`src/rtl/cache_line_fill_ctrl.sv`:
```
// Cache line fill controller: optional dirty-victim write-back, then a full
// line read from the memory controller's fetch_mem_* ports.
// Optional feature macro: CACHE_FILL_CRIT_WORD_FIRST_EN (critical word first).
module cache_line_fill_ctrl #(
    parameter int unsigned mem_depth  = 32,
    parameter int unsigned data_width = 32,
    parameter int unsigned line_words = 4,
    localparam int unsigned AW = $clog2(mem_depth),
    localparam int unsigned OW = $clog2(line_words)
) (
    input  logic                  clk,
    input  logic                  rst,
    input  logic                  req_valid,
    output logic                  req_ready,
    input  logic [AW-1:0]         req_fill_addr,
    input  logic                  req_wb,
    input  logic [AW-1:0]         req_wb_addr,
    output logic                  victim_ren,
    output logic [OW-1:0]         victim_ridx,
    input  logic [data_width-1:0] victim_rdata,
    output logic                  fill_we,
    output logic [OW-1:0]         fill_idx,
    output logic [data_width-1:0] fill_data,
    output logic [AW-1:0]         fetch_mem_raddr,
    output logic                  fetch_mem_ren,
    input  logic                  fetch_mem_rready,
    input  logic [data_width-1:0] fetch_mem_rdata,
    input  logic                  fetch_mem_rdata_valid,
    output logic [AW-1:0]         fetch_mem_waddr,
    output logic                  fetch_mem_wen,
    output logic [data_width-1:0] fetch_mem_wdata,
    input  logic                  fetch_mem_wready,
    output logic                  done
`ifdef CACHE_FILL_CRIT_WORD_FIRST_EN
    ,
    output logic                  crit_valid
`endif
);

    localparam logic [OW:0]   LineCnt = (OW+1)'(line_words);
    localparam logic [OW-1:0] LastIdx = OW'(line_words - 1);

    typedef enum logic [2:0] {StIdle, StWbLoad, StWbWrite, StFill, StDone} state_e;

    state_e                 state_q, state_d;
    logic [AW-OW-1:0]       fill_line_q, wb_line_q;
    logic [OW-1:0]          start_q;
    logic [OW:0]            ld_cnt_q;   // victim reads issued
    logic                   cap_vld_q;  // victim data arrives this cycle
    logic [OW-1:0]          cap_idx_q;
    logic [OW-1:0]          wcnt_q;     // write handshakes completed
    logic [OW:0]            icnt_q;     // read handshakes issued
    logic [OW-1:0]          rcnt_q;     // read responses received
    logic [data_width-1:0]  line_buf_q [line_words];
    logic [OW-1:0]          rd_word, fill_word, start_d;
    logic                   accept;

    // Low address bits that do not select anything in this configuration.
    logic unused_addr_bits;
`ifdef CACHE_FILL_CRIT_WORD_FIRST_EN
    assign start_d          = req_fill_addr[OW-1:0];
    assign unused_addr_bits = ^req_wb_addr[OW-1:0];
`else
    assign start_d          = '0;
    assign unused_addr_bits = ^{req_wb_addr[OW-1:0], req_fill_addr[OW-1:0]};
`endif

    assign accept    = req_valid && req_ready;
    assign rd_word   = start_q + icnt_q[OW-1:0];
    assign fill_word = start_q + rcnt_q;

    // Next-state and strobe/output decode; data outputs forced to 0 when their strobe is low.
    always_comb begin
        state_d         = state_q;
        req_ready       = 1'b0;
        victim_ren      = 1'b0;
        fetch_mem_ren   = 1'b0;
        fetch_mem_wen   = 1'b0;
        fill_we         = 1'b0;
        done            = 1'b0;
        unique case (state_q)
            StIdle: begin
                req_ready = 1'b1;
                if (req_valid) state_d = req_wb ? StWbLoad : StFill;
            end
            StWbLoad: begin
                victim_ren = (ld_cnt_q < LineCnt);
                if (cap_vld_q && cap_idx_q == LastIdx) state_d = StWbWrite;
            end
            StWbWrite: begin
                fetch_mem_wen = 1'b1;
                if (fetch_mem_wready && wcnt_q == LastIdx) state_d = StFill;
            end
            StFill: begin
                fetch_mem_ren = (icnt_q < LineCnt);
                if (fetch_mem_rdata_valid) begin
                    fill_we = 1'b1;
                    if (rcnt_q == LastIdx) state_d = StDone;
                end
            end
            StDone: begin
                done    = 1'b1;
                state_d = StIdle;
            end
            default: state_d = StIdle;
        endcase
        victim_ridx     = victim_ren ? ld_cnt_q[OW-1:0] : '0;
        fetch_mem_raddr = fetch_mem_ren ? {fill_line_q, rd_word} : '0;
        fetch_mem_waddr = fetch_mem_wen ? {wb_line_q, wcnt_q} : '0;
        fetch_mem_wdata = fetch_mem_wen ? line_buf_q[wcnt_q] : '0;
        fill_idx        = fill_we ? fill_word : '0;
        fill_data       = fill_we ? fetch_mem_rdata : '0;
    end

`ifdef CACHE_FILL_CRIT_WORD_FIRST_EN
    // First returned word of the line is the missed word.
    always_comb begin
        crit_valid = fill_we && (rcnt_q == '0);
    end
`endif

    // State, latched request and progress counters.
    always_ff @(posedge clk or posedge rst) begin
        if (rst) begin
            state_q     <= StIdle;
            fill_line_q <= '0;
            wb_line_q   <= '0;
            start_q     <= '0;
            ld_cnt_q    <= '0;
            cap_vld_q   <= 1'b0;
            cap_idx_q   <= '0;
            wcnt_q      <= '0;
            icnt_q      <= '0;
            rcnt_q      <= '0;
        end else begin
            state_q   <= state_d;
            cap_vld_q <= victim_ren;
            cap_idx_q <= victim_ridx;
            if (accept) begin
                fill_line_q <= req_fill_addr[AW-1:OW];
                wb_line_q   <= req_wb_addr[AW-1:OW];
                start_q     <= start_d;
                ld_cnt_q    <= '0;
                wcnt_q      <= '0;
                icnt_q      <= '0;
                rcnt_q      <= '0;
            end else begin
                if (victim_ren)                         ld_cnt_q <= ld_cnt_q + 1'b1;
                if (fetch_mem_wen && fetch_mem_wready)  wcnt_q   <= wcnt_q + 1'b1;
                if (fetch_mem_ren && fetch_mem_rready)  icnt_q   <= icnt_q + 1'b1;
                if (fill_we)                            rcnt_q   <= rcnt_q + 1'b1;
            end
        end
    end

    // Victim line buffer; deliberately not reset, only written by captures.
    always_ff @(posedge clk) begin
        if (cap_vld_q) line_buf_q[cap_idx_q] <= victim_rdata;
    end

endmodule

```
`config.mk`:
```
export PLATFORM = sky130hd
export DESIGN_NAME = cache_line_fill_ctrl
export DESIGN_NICKNAME = d
export VERILOG_FILES = /design/src/rtl/cache_line_fill_ctrl.sv
export SDC_FILE = /design/constraint.sdc
export NUM_CORES = 1
export LEC_CHECK = 0
export BUFFER_PORTS_ARGS = -buffer_cell sky130_fd_sc_hd__buf_4
export CAP_MARGIN = 20
export CORE_MARGIN = 5
export CORE_UTILIZATION = 45
export CTS_CLUSTER_SIZE = 14
export DETAILED_ROUTE_END_ITERATION = 10
export PLACE_DENSITY_LB_ADDON = 0.05
export SYNTH_ARGS = -nofsm -noshare
export SYNTH_HDL_FRONTEND = slang
export SYNTH_SLANG_ARGS = --single-unit
```
`constraint.sdc`:
```
create_clock -name clk -period 4.2 [get_ports clk]
set_clock_uncertainty 0.15 [all_clocks]
set_input_delay 0.84 -clock clk [delete_from_list [all_inputs] [get_ports clk]]
set_output_delay 0.84 -clock clk [all_outputs]
set_load 0.01 [all_outputs]
```
# Yosys cells after proc, flatten, opt, wreduce, memory -nomap -nowiden

Memories as Yosys holds them, arrays and structs flattened.
Cells that the tools add are included.

Output and inout bits: 84
Bits in writable memories: 128
Memories: 1
Bits in registers: 22
Memory bits (read-only): 0
Word-level logic and storage cells: 69
Bits in latches: 0

Memory list:

| memory     | words | width | rd ports | clocked after Yosys merged registers in | wr ports | line | RTL |
|---|---|---|---|---|---|---|---|
| line_buf_q | 4     | 32    | 1        | 0                                       | 1        | 54   | `logic [data_width-1:0] line_buf_q [line_words];` |

Div/mod/pow operators: 0
Shift operators: 0
Mux-type cells: 30
Order comparisons: 2
Equality and inequality tests: 12
Multipliers: 0
Bitwise gates (word level): 0
Reduce and logical (&&, ||, !) cells: 11
Add/sub/neg operators: 4

Operators with widths:

| operator              | count |
|---|---|
| $mux W32              | 2 |
| $mux W3               | 9 |
| $mux W2               | 7 |
| $pmux W3 S4           | 1 |
| $mux W5               | 2 |
| $ne A2 B2 Y1 const B  | 5 |
| $mux W1               | 9 |
| $reduce_bool A2 Y1    | 4 |
| $add A3 B1 Y3 const B | 2 |
| $eq A2 B2 Y1 const B  | 3 |
| $eq A3 B2 Y1 const B  | 2 |
| $lt A3 B3 Y1 const B  | 2 |
| $logic_and A1 B1 Y1   | 5 |
| $reduce_and A5 Y1     | 1 |
| $add A2 B1 Y2 const B | 2 |
| $eq A3 B1 Y1 const B  | 1 |
| $eq A3 B3 Y1 const B  | 1 |
| $logic_not A3 Y1      | 1 |

# Longest topological paths before layout

Word-level depth: 5
Mapped depth: 7
Depth with buffers taken out: 5

# Least setup slack after synthesis

No wires, ideal clock.

Path kind: register to register
From: reg cap_idx_q[1]
To: mem line_buf_q[0][0] (enable)
Arrival time: 2788 ps
Period minus slack after synthesis: 3405 ps
Cell stages (with the launch flop): 2
Library setup time: 468 ps
Path buffers: 0
Data required time: 3582 ps
Path slack: 795 ps
Path through: dfrtp_1 -> nor3b_1

RTL lines:

| element                | line | RTL |
|---|---|---|
| from (decl)            | 50   | `logic [OW-1:0] cap_idx_q;` |
| from (signal assigned) | 138  | `cap_idx_q <= victim_ridx;` |
| to (decl)              | 54   |  |

Straight into the memory's write port.

# Final worst setup path

From: reg wcnt_q[0]
To: out fetch_mem_wdata[31]

Word-level cells in the longest chain between the ends: 2

RTL lines:

| element                | line | RTL |
|---|---|---|
| from (decl)            | 51   | `logic [OW-1:0] wcnt_q;` |
| from (signal assigned) | 149  | `if (fetch_mem_wen && fetch_mem_wready) wcnt_q <= wcnt_q + 1'b1;` |
| $mem_v2 Z4 W32         | --   |  |
| $mux W32               | 110  | `fetch_mem_wdata = fetch_mem_wen ? line_buf_q[wcnt_q] : '0;` |
| to (decl)              | 31   | `output logic [data_width-1:0] fetch_mem_wdata,` |

No other way between the ends.

==> impl_results.md <==
- Die W: 127 um
- Max Root-Sink Buffers: 2
- Vias in the first global route: 3700
- Sw Share: a little under 30%
- Critical Path AT: 2360 ps
- Tmin final: 3350 ps
- Core Region: 0.0137 sq mm
- # port buffers: 160
- Initial antenna violation count: 0
- Top_reg_cell synth: edfxtp_1
- H-tree Lvls: 4
- Yosys top cell by area: edfxtp_1
- DRC viols: 0
- Syn Nets: 437
- Top-area cell type share of the netlist area: 61.9%
- Post-Syn Area: 0.00620 sq mm
- Leak Pwr: 3.28 nW
- Crit. End Element: output pin
- Slowest CP cell: dfrtp_2
- GP Congestion: 0.735
- P per Cell Area: 645 mW/mm^2
- I/O pins: ~170
- Vias post-DR: ~3.5k
- CTS root buf: clkbuf_16
- Comb power frac: between 30% and 40%
- Post-Route WL: 12500 um
- Starting Density: 45.2%
- WP buf/inv: 2
- Design area: roughly 0.0082 sq mm
- Max Cap Viol: 0
- WP data required: ~3200 ps
- CTS Buf Count: 17
- EDFF count, synth: 128
- Slew @ Worst Pin: 931 ps
- Final Cycle Share: ~80%
- RSZ-0062 raised after global routing: false
- First-pass GRT wire length: between 15000 and 20000 um
- Post-DP Area: approximately 0.0076 sq mm
- Post-DP HPWL: approximately 8000 um
- Rel. slew slack: 37.9%
- Highest Signal Layer: met4
- Critical path, cell by cell: buf_12 > mux4_2 > and2_1 > buf_4
- Clock-pin slew on the worst setup and hold paths: 60 ps
- Synth warn: 0
- Maximum vdd drop: 396 uV
- Via density: 5.01
- Number of antenna-violating nets in the routed design: 0
- Post_cts resized: 0
- Synth-to-layout area growth: 31.6%
- Status: completed
- Seq pwr share: roughly two fifths
- Netlist cell types: 39
- Routed WL per cell: 17.8 um
- Setup violators final: 0
- Gate Count Post-Synth: 352
- Global route overflow: 0
- Setup crit start kind: flip-flop
- FF+latch count, synth: 150
- Inserted Diodes: 0
- DIE AREA: 0.0162 sq mm
- Area contributors post-synth: edfxtp_1, mux4_2, dfrtp_1, and2_1, and3_1
- Final net count: 598
- Final hold violation count: 0
- Total track usage: 16.1%
- Avg Inst Size Synth: 17.6 sq um
- Largest net degree at the start of global routing: 42
- Met2 WL post-DR: 6660 um
- Fmax: 298 MHz
- WL met1: around 5000 um
- Async SR Flop Fraction: between 10% and 20%
- CTS tree: yes
- Setup Fix Bufs, Post-CTS: 0
- Worst path max stage delay: 850 ps
- Power Internal: 0.00372 W
- Cell Rows: 43
- DIE HEIGHT: 127 um
- Share of post-route cells with drive strength above 1: 46.8%
- Met3 wire len: around 600 um
- Worst-path maximum fanout: 21
- Iteration count of the initial detailed-routing pass: 4
- Worst-Skew Late Latency: 410 ps
- Setup TNS: 0 ps
- Hold/Removal Path Class: flip-flop to flip-flop
- Sequential area share after synthesis: 70.8%
- CTS Hold Bufs: 0
- Kind of critical path: flip-flop to output pin
- Switching pwr: 0.00154 W
- Clock power share: between 20 and 30%
- Final Max Tran Viols: 0
- Hold WS: 346 ps
- Top cell family by delay on the critical path: flip-flops
- Starting DRC count in detailed routing: 214
- Clk sinks: 150
-- power groups by stage --
stage / registers, W / logic [W] / clock network (W)
finish: 0.00201 / 0.00176 / 0.00149
CTS: 0.00202 / 0.00180 / 0.00153
floorplan: 0.00189 / 0.00120 / 0
detailed placement: 0.00205 / 0.00179 / 0
global route: 0.00205 / 0.00192 / 0.00160
global placement: 0.00205 / 0.00178 / 0
-- layer usage --
layer	up-vias	GRT usage, %
met5	-	0
met3	13	4.47
met2	73	27.3
li1	1669	-
met4	0	5.49
met1	1784	19.9
-- path summary, 6_finish.rpt --
| kind | from | depth (start not counted) | endpoint | slack (ps) |
|---|---|---|---|---|
| setup / recovery | wcnt_q[0] | 4 | fetch_mem_wdata[31] | 850 |
| hold / removal | wb_line_q[1] | 1 | wb_line_q[1] | 350 |
| setup reg to reg | wcnt_q[1] | 5 | state_q[0] | 1920 |
| hold reg to reg | wb_line_q[1] | 1 | wb_line_q[1] | 350 |
| max in group asynchronous | rst | 2 | wcnt_q[1] | 2850 |
| min in group asynchronous | rst | 2 | wb_line_q[1] | 460 |
-- worst register-to-register path, cell delays in order (launching register included) --
cell and delay, ps:
dfrtp_2 950, ha_1 280, nand2_1 80, a22oi_2 220
o221ai_1 180, mux2_2 300
-- layout make-up --
type | instances | area (sq um)
clock buffer | 19 | 433
clock inverter | 13 | 155
fill | 1080 | 5560
inverter | 2 | 7.51
multi-input combinational | 175 | 1680
sequential | 150 | 4400
tap | 180 | 225
timing repair buffer | 167 | 1260
-- cell families (layout without fill, tap and decap cells) --
family	after synthesis	count (layout)	synth area share (%)
simple gates	116	116	11.2
mux	40	40	13.1
xor+xnor	4	4	0.565
compound gates	11	11	1.11
fa+ha+maj	4	4	0.807
flops	150	150	70.8
buf+inv	27	201	2.40
-- flip-flops by register name (all words and copies together), names as in the netlist, 3 cells and up --
| signal | count |
|---|---|
| ld_cnt_q | 3 |
| state_q | 3 |
| line_buf_q | 128 |
| icnt_q | 3 |
| fill_line_q | 3 |
| wb_line_q | 3 |
-- metrics by stage --
stage / util, % / cells / power (W) / worst slack, ps
2_1_floorplan: - / 352 / 0.00309 / 795
3_3_place_gp: 55.2 / 673 / 0.00382 / 1210
3_5_place_dp: 55.2 / 673 / 0.00385 / 1210
4_1_cts: 59.5 / 705 / 0.00535 / 751
5_1_grt: 59.5 / 706 / 0.00557 / 678
6_report: 59.5 / 706 / 0.00527 / 847
-- synth_stat cells (2+ instances only) --
library cell  count
clkbuf_1         14
and3_1           35
xnor2_1           2
buf_2             6
mux2_2            6
nand2_1          11
o21ai_0           2
edfxtp_1        128
and3b_1           2
dfrtp_1          22
mux4_2           32
nor2_1           11
nand3_1           2
ha_1              4
a21oi_1           5
and2_1           46
xor2_1            2
-- layout by cell type, fill, tap and decap left out, drive strengths merged, types with 2 or more instances in the layout --
| cell | netlist | layout |
|---|---|---|
| and3 | 35 | 35 |
| nor3b | 2 | 2 |
| and3b | 2 | 2 |
| clkinv | 0 | 8 |
| a21oi | 5 | 5 |
| mux4 | 32 | 32 |
| buf | 10 | 166 |
| and2 | 47 | 47 |
| nor2 | 12 | 12 |
| nand2 | 11 | 11 |
| ha | 4 | 4 |
| clkbuf | 15 | 20 |
| dfrtp | 22 | 22 |
| edfxtp | 128 | 128 |
| o21ai | 2 | 2 |
| mux2 | 7 | 7 |
| xnor2 | 2 | 2 |
| nand3 | 2 | 2 |
| bufinv | 0 | 3 |
| inv | 2 | 3 |
| xor2 | 2 | 2 |
Power figures use the tool's default switching activity.
